## src/rtl/path_count_scheduler.sv

```systemverilog
// Forward-pass path-count scheduler for the device-graph solver.
// Serialized read-modify-write of path counts along topological order.
module path_count_scheduler #(
    parameter int unsigned NODE_WIDTH = 15,
    parameter int unsigned COUNT_WIDTH = 16,
    parameter int unsigned EDGE_ADDR_WIDTH = 11,
    parameter logic [NODE_WIDTH-1:0] SRC_NODE = 15'h61D4,
    parameter logic [NODE_WIDTH-1:0] DST_NODE = 15'h3A93
) (
    input  logic                       clk,
    input  logic                       rst_n,
    input  logic                       start,
    input  logic                       order_valid,
    output logic                       order_ready,
    input  logic [NODE_WIDTH-1:0]      order_node,
    input  logic                       order_last,
    output logic                       adj_req,
    output logic [NODE_WIDTH-1:0]      adj_node,
    input  logic [EDGE_ADDR_WIDTH-1:0] adj_base,
    input  logic [EDGE_ADDR_WIDTH-1:0] adj_count,
    output logic                       edge_rd_en,
    output logic [EDGE_ADDR_WIDTH-1:0] edge_rd_addr,
    input  logic [NODE_WIDTH-1:0]      edge_rd_dst,
    output logic                       cnt_rd_en,
    output logic [NODE_WIDTH-1:0]      cnt_rd_addr,
    input  logic [COUNT_WIDTH-1:0]     cnt_rd_data,
    output logic                       cnt_wr_en,
    output logic [NODE_WIDTH-1:0]      cnt_wr_addr,
    output logic [COUNT_WIDTH-1:0]     cnt_wr_data,
    output logic                       busy,
    output logic                       result_valid,
    output logic [COUNT_WIDTH-1:0]     result_data,
    output logic                       overflow
);

    typedef enum logic [3:0] {
        S_IDLE,
        S_CLEAR,
        S_SEED,
        S_FETCH,
        S_SELF_WAIT,
        S_EDGE_RD,
        S_EDGE_WAIT,
        S_CNT_WAIT,
        S_CNT_WR,
        S_FINAL,
        S_FINAL_WAIT
    } state_t;

    state_t                     state_q, state_d;
    logic [NODE_WIDTH-1:0]      clr_addr_q, clr_addr_d;
    logic                       last_q, last_d;
    logic [COUNT_WIDTH-1:0]     cur_count_q, cur_count_d;
    logic [EDGE_ADDR_WIDTH-1:0] base_q, base_d;
    logic [EDGE_ADDR_WIDTH-1:0] remaining_q, remaining_d;
    logic [NODE_WIDTH-1:0]      dst_q, dst_d;
    logic                       result_valid_q, result_valid_d;
    logic [COUNT_WIDTH-1:0]     result_data_q, result_data_d;
    logic                       overflow_q, overflow_d;
    logic [COUNT_WIDTH:0]       sum;

    assign busy         = (state_q != S_IDLE);
    assign result_valid = result_valid_q;
    assign result_data  = result_data_q;
    assign overflow     = overflow_q;

    // State and datapath registers; reset aborts any run in progress.
    always_ff @(posedge clk or negedge rst_n) begin
        if (!rst_n) begin
            state_q        <= S_IDLE;
            clr_addr_q     <= '0;
            last_q         <= 1'b0;
            cur_count_q    <= '0;
            base_q         <= '0;
            remaining_q    <= '0;
            dst_q          <= '0;
            result_valid_q <= 1'b0;
            result_data_q  <= '0;
            overflow_q     <= 1'b0;
        end else begin
            state_q        <= state_d;
            clr_addr_q     <= clr_addr_d;
            last_q         <= last_d;
            cur_count_q    <= cur_count_d;
            base_q         <= base_d;
            remaining_q    <= remaining_d;
            dst_q          <= dst_d;
            result_valid_q <= result_valid_d;
            result_data_q  <= result_data_d;
            overflow_q     <= overflow_d;
        end
    end

    // Next-state, memory strobes and saturating accumulate.
    always_comb begin
        state_d        = state_q;
        clr_addr_d     = clr_addr_q;
        last_d         = last_q;
        cur_count_d    = cur_count_q;
        base_d         = base_q;
        remaining_d    = remaining_q;
        dst_d          = dst_q;
        result_valid_d = result_valid_q;
        result_data_d  = result_data_q;
        overflow_d     = overflow_q;
        order_ready    = 1'b0;
        adj_req        = 1'b0;
        adj_node       = '0;
        edge_rd_en     = 1'b0;
        edge_rd_addr   = '0;
        cnt_rd_en      = 1'b0;
        cnt_rd_addr    = '0;
        cnt_wr_en      = 1'b0;
        cnt_wr_addr    = '0;
        cnt_wr_data    = '0;
        sum = {1'b0, cnt_rd_data} + {1'b0, cur_count_q};
        unique case (state_q)
            S_IDLE: begin
                if (start) begin
                    state_d        = S_CLEAR;
                    clr_addr_d     = '0;
                    result_valid_d = 1'b0;
                    overflow_d     = 1'b0;
                end
            end
            S_CLEAR: begin
                cnt_wr_en   = 1'b1;
                cnt_wr_addr = clr_addr_q;
                clr_addr_d  = clr_addr_q + 1'b1;
                if (clr_addr_q == '1) begin
                    state_d = S_SEED;
                end
            end
            S_SEED: begin
                cnt_wr_en   = 1'b1;
                cnt_wr_addr = SRC_NODE;
                cnt_wr_data = COUNT_WIDTH'(1);
                state_d     = S_FETCH;
            end
            S_FETCH: begin
                order_ready = 1'b1;
                if (order_valid) begin
                    last_d      = order_last;
                    cnt_rd_en   = 1'b1;
                    cnt_rd_addr = order_node;
                    adj_req     = 1'b1;
                    adj_node    = order_node;
                    state_d     = S_SELF_WAIT;
                end
            end
            S_SELF_WAIT: begin
                cur_count_d = cnt_rd_data;
                base_d      = adj_base;
                remaining_d = adj_count;
                if (cnt_rd_data == '0 || adj_count == '0) begin
                    state_d = last_q ? S_FINAL : S_FETCH;
                end else begin
                    state_d = S_EDGE_RD;
                end
            end
            S_EDGE_RD: begin
                edge_rd_en   = 1'b1;
                edge_rd_addr = base_q;
                state_d      = S_EDGE_WAIT;
            end
            S_EDGE_WAIT: begin
                dst_d       = edge_rd_dst;
                cnt_rd_en   = 1'b1;
                cnt_rd_addr = edge_rd_dst;
                state_d     = S_CNT_WAIT;
            end
            S_CNT_WAIT: begin
                cnt_wr_en   = 1'b1;
                cnt_wr_addr = dst_q;
                if (sum[COUNT_WIDTH]) begin
                    cnt_wr_data = '1;
                    overflow_d  = 1'b1;
                end else begin
                    cnt_wr_data = sum[COUNT_WIDTH-1:0];
                end
                state_d = S_CNT_WR;
            end
            S_CNT_WR: begin
                base_d      = base_q + 1'b1;
                remaining_d = remaining_q - 1'b1;
                if (remaining_q == EDGE_ADDR_WIDTH'(1)) begin
                    state_d = last_q ? S_FINAL : S_FETCH;
                end else begin
                    state_d = S_EDGE_RD;
                end
            end
            S_FINAL: begin
                cnt_rd_en   = 1'b1;
                cnt_rd_addr = DST_NODE;
                state_d     = S_FINAL_WAIT;
            end
            S_FINAL_WAIT: begin
                result_data_d  = cnt_rd_data;
                result_valid_d = 1'b1;
                state_d        = S_IDLE;
            end
            default: begin
                state_d = S_IDLE;
            end
        endcase
    end

endmodule

```

## config.mk

```make
export PLATFORM = sky130hd
export DESIGN_NAME = path_count_scheduler
export DESIGN_NICKNAME = d
export VERILOG_FILES = /design/src/rtl/path_count_scheduler.sv
export SDC_FILE = /design/constraint.sdc
export NUM_CORES = 1
export LEC_CHECK = 0
export CAP_MARGIN = 40
export CORE_UTILIZATION = 49
export CTS_BUF_LIST = sky130_fd_sc_hd__clkbuf_4 sky130_fd_sc_hd__clkbuf_8
export CTS_CLUSTER_SIZE = 10
export DETAILED_ROUTE_END_ITERATION = 7
export HOLD_SLACK_MARGIN = 0.02
export PLACE_DENSITY = 0.83
export SKIP_LAST_GASP = 1
export SLEW_MARGIN = 20
export SYNTH_ARGS = -nofsm -noshare
export SYNTH_HDL_FRONTEND = slang
export SYNTH_SLANG_ARGS = --single-unit
```

## constraint.sdc

```tcl
create_clock -name clk -period 3.15 [get_ports clk]
set_input_delay 0.63 -clock clk [delete_from_list [all_inputs] [get_ports clk]]
set_output_delay 0.63 -clock clk [all_outputs]
set_load 0.01 [all_outputs]
```

==> flow_metrics.tcl <==
set metrics [dict create \
    clockBufferDepth 2 \
    die_w_um 110 \
    cp_num_buf_inv 2 \
    ant_nets 0 \
    area_growth_pct 48.91 \
    drt_iter0_markers 469 \
    cp_max_fo 4 \
    synth_cells 685 \
    cts_sinks 91 \
    critical_path.max_stage_delay_ns 0.43 \
    cts_hold_buf 0 \
    io_buffers 168 \
    cp_top_family "compound AO/OA/AOI/OAI gates" \
    worst_path_max_delay_cell "dfrtp_1" \
    grt_max_degree 50 \
    path_cells "ha_4 -> fa_2 -> a211oi_2 -> or3_4 -> buf_6 -> a21o_1 -> a311o_1 -> o211ai_1 -> buf_2" \
    rr_endpoint "remaining_q[3]" \
    synthArstFlopShare 1.000 \
    required_ns 2.52 \
    synthTopCellsByArea "dfrtp_1 40%, nand2_1 10%, a21oi_1 4.6%, ha_1 4.4%, mux2_2 3.3%" \
    min_path_type "input pin to async pin" \
    drc_errors 0 \
    cp.arrival_ns 2.49 \
    die_h_um 110 \
    worstSkewPairLatency_ns 0.37 \
    cts_buffers 9 \
    wirelength_mm 18.47 \
    clk_pin_slew_ns 0.10 \
    slew_headroom 0.4807 \
    finalMaxSlewViolations 0 \
    final-setup-viol-count 0 \
    reg2reg_setup_slack_ns 0.84 \
    grt-ovfl-total 0 \
    syn-num-nets 779 \
    synthTopCellsByCount "152 x nand2_1, 91 x dfrtp_1, 53 x a21oi_1, 46 x nor2_1, 34 x nand3_1" \
    yosysSeqAreaShare 0.3984 \
    fp.coreArea_um2 11370 \
    grt_pass1_vias 6077 \
    ir_drop_v 0.0005129 \
    netlist_area_um2 5715 \
    fin_crit_sh 0.9890 \
    post-route-min-period_ns 3.115 \
    ctsHtreeMaxLevel 3 \
    start_util 0.5027 \
    rsz0062_at_grt "true" \
    ys_seq_elements 91 \
    io_pins 169 \
    avgSynthCellArea_um2 8.344 \
    power_leakage_nw 3.888 \
    nNetsFinal 1007 \
    yosys.area.top_type "dfrtp_1" \
    whs_ns 0.2313 \
    drv_cap 0 \
    gp_congestion 0.8954 \
    path_class "register to output port" \
    insertedDiodeCount 0 \
    root_buffer "clkbuf_8" \
    vias 6204 \
    cp-end-kind "output port" \
    dpl.hpwl_mm 13.66 \
    clock_skew_ns 0.01385 \
    via_per_inst 5.847 \
    ff2ff_path_depth 5 \
    ys.flop_type "dfrtp_1" \
    wl_per_cell_um 17.41 \
    die_area_um2 12100 \
    drive_gt1_frac 0.2081 \
    dr.pass1.iters 5 \
    worst_slew_pin_slew_ns 0.7789 \
    yosysMostFrequentCell "nand2_1" \
    antenna_found_initial 0 \
    synth-edff-count 0 \
    post-route-util 0.7485 \
    ys_types 69 \
    rows 39 \
    grt_pass1_wl_mm 29.04 \
    cts_tree "built" \
    ys_warn_count 0 \
    startpoint_type "register" \
    synth_top_cell_area_share 0.3984 \
    status "finished, final reports clean" \
    grt_use_total 0.3122 \
    power.density_nw_per_um2 825.0 \
    fmax_ghz 0.3210 \
    hold_violations 0 \
    r2r_start "state_q[3]" \
]
metrics by stage:
step	cells	power, mW	TNS [ns]	setup WS [ns]	area (um2)
2_1_floorplan	685	3.967	0	0.1543	5715
3_3_place_gp	1036	5.485	-12.08	-0.8049	8009
3_5_place_dp	1036	5.601	-12.64	-0.8535	8009
4_1_cts	1059	6.937	0	0.001659	8507
5_1_grt	1061	7.510	-0.1221	-0.04308	8511
6_report	1061	7.022	0	0.03467	8511
power breakdown:
group	internal (mW)	switching (mW)	leakage, nW
logic	1.94	1.99	2.63
registers	1.62	0.410	1.13
clock network	0.630	0.429	0.133
metal layers:
layer / routed length (um) / track usage / share of wire
met4: 481 / 0.1200 / 0.026
met5: 0 / 0 / 0
met1: 7595 / 0.3886 / 0.41
met2: 9224 / 0.5339 / 0.50
met3: 1170 / 0.06114 / 0.063
how the worst max path moves through the flow:
stage | from | endpoint | cells past startpoint
after floorplan | cnt_rd_data[0] | cnt_wr_data[12] | 7
after global placement | cnt_rd_data[0] | cnt_wr_data[2] | 9
after detailed placement | cnt_rd_data[0] | cnt_wr_data[2] | 9
after CTS | cur_count_q[0] | cnt_wr_data[1] | 9
after global routing | cur_count_q[0] | cnt_wr_data[14] | 9
final | cur_count_q[0] | cnt_wr_data[14] | 9
cell usage in the layout, fill, tap and decap left out, types with 6 or more instances in the layout:
cell	netlist	final
and3_1	15	13
ha_4	0	12
nor3_1	11	10
mux2_2	17	17
nand3_1	34	33
buf_4	1	81
nand2_1	152	152
a21o_1	6	6
clkdlybuf4s50_1	0	137
nand2b_1	10	10
inv_1	15	15
nor2_1	46	45
buf_2	14	15
a21oi_1	53	52
ha_1	20	8
dfrtp_1	91	91
clkbuf_8	0	10
nand4_1	10	10
nor4_1	8	8
and2_1	12	11
o21ai_0	33	29
a22o_1	7	7
clkbuf_2	0	8
o22ai_1	7	6
cells by family after synthesis:
logic type,synth area share
buffers and inverters,0.03656
DFF,0.3984
AOI/OAI and AO/OA,0.1780
and+or+nand+nor,0.2837
muxes,0.04225
xor gates and xnor gates,0.01379
adders and majority gates,0.04729
flip-flops by register name, indices dropped and copies added (netlist names):
signal	cells
cur_count_q	16
result_data	16
clr_addr_q	15
dst_q	15
base_q	11
remaining_q	11
state_q	4
last_q	1
overflow	1
result_valid	1
area by class of cell:
class | instances | area [um2]
clock buffers | 10 | 137.6
clock inverters | 6 | 136.4
fillers | 846 | 2859
inverters | 15 | 56.30
multi-input cells | 544 | 3502
flip-flops and latches | 91 | 2277
well taps | 143 | 178.9
repair buffers | 252 | 2222
timing repair:
action / CTS / global route
endpoints found under the setup margin: 16 / 30
gates cloned: 0 / 0
buffers inserted: 7 / 1
pin swaps: 23 / 17
resized for setup: 111 / 26
Note: power is estimated with default switching activity, not from simulation.
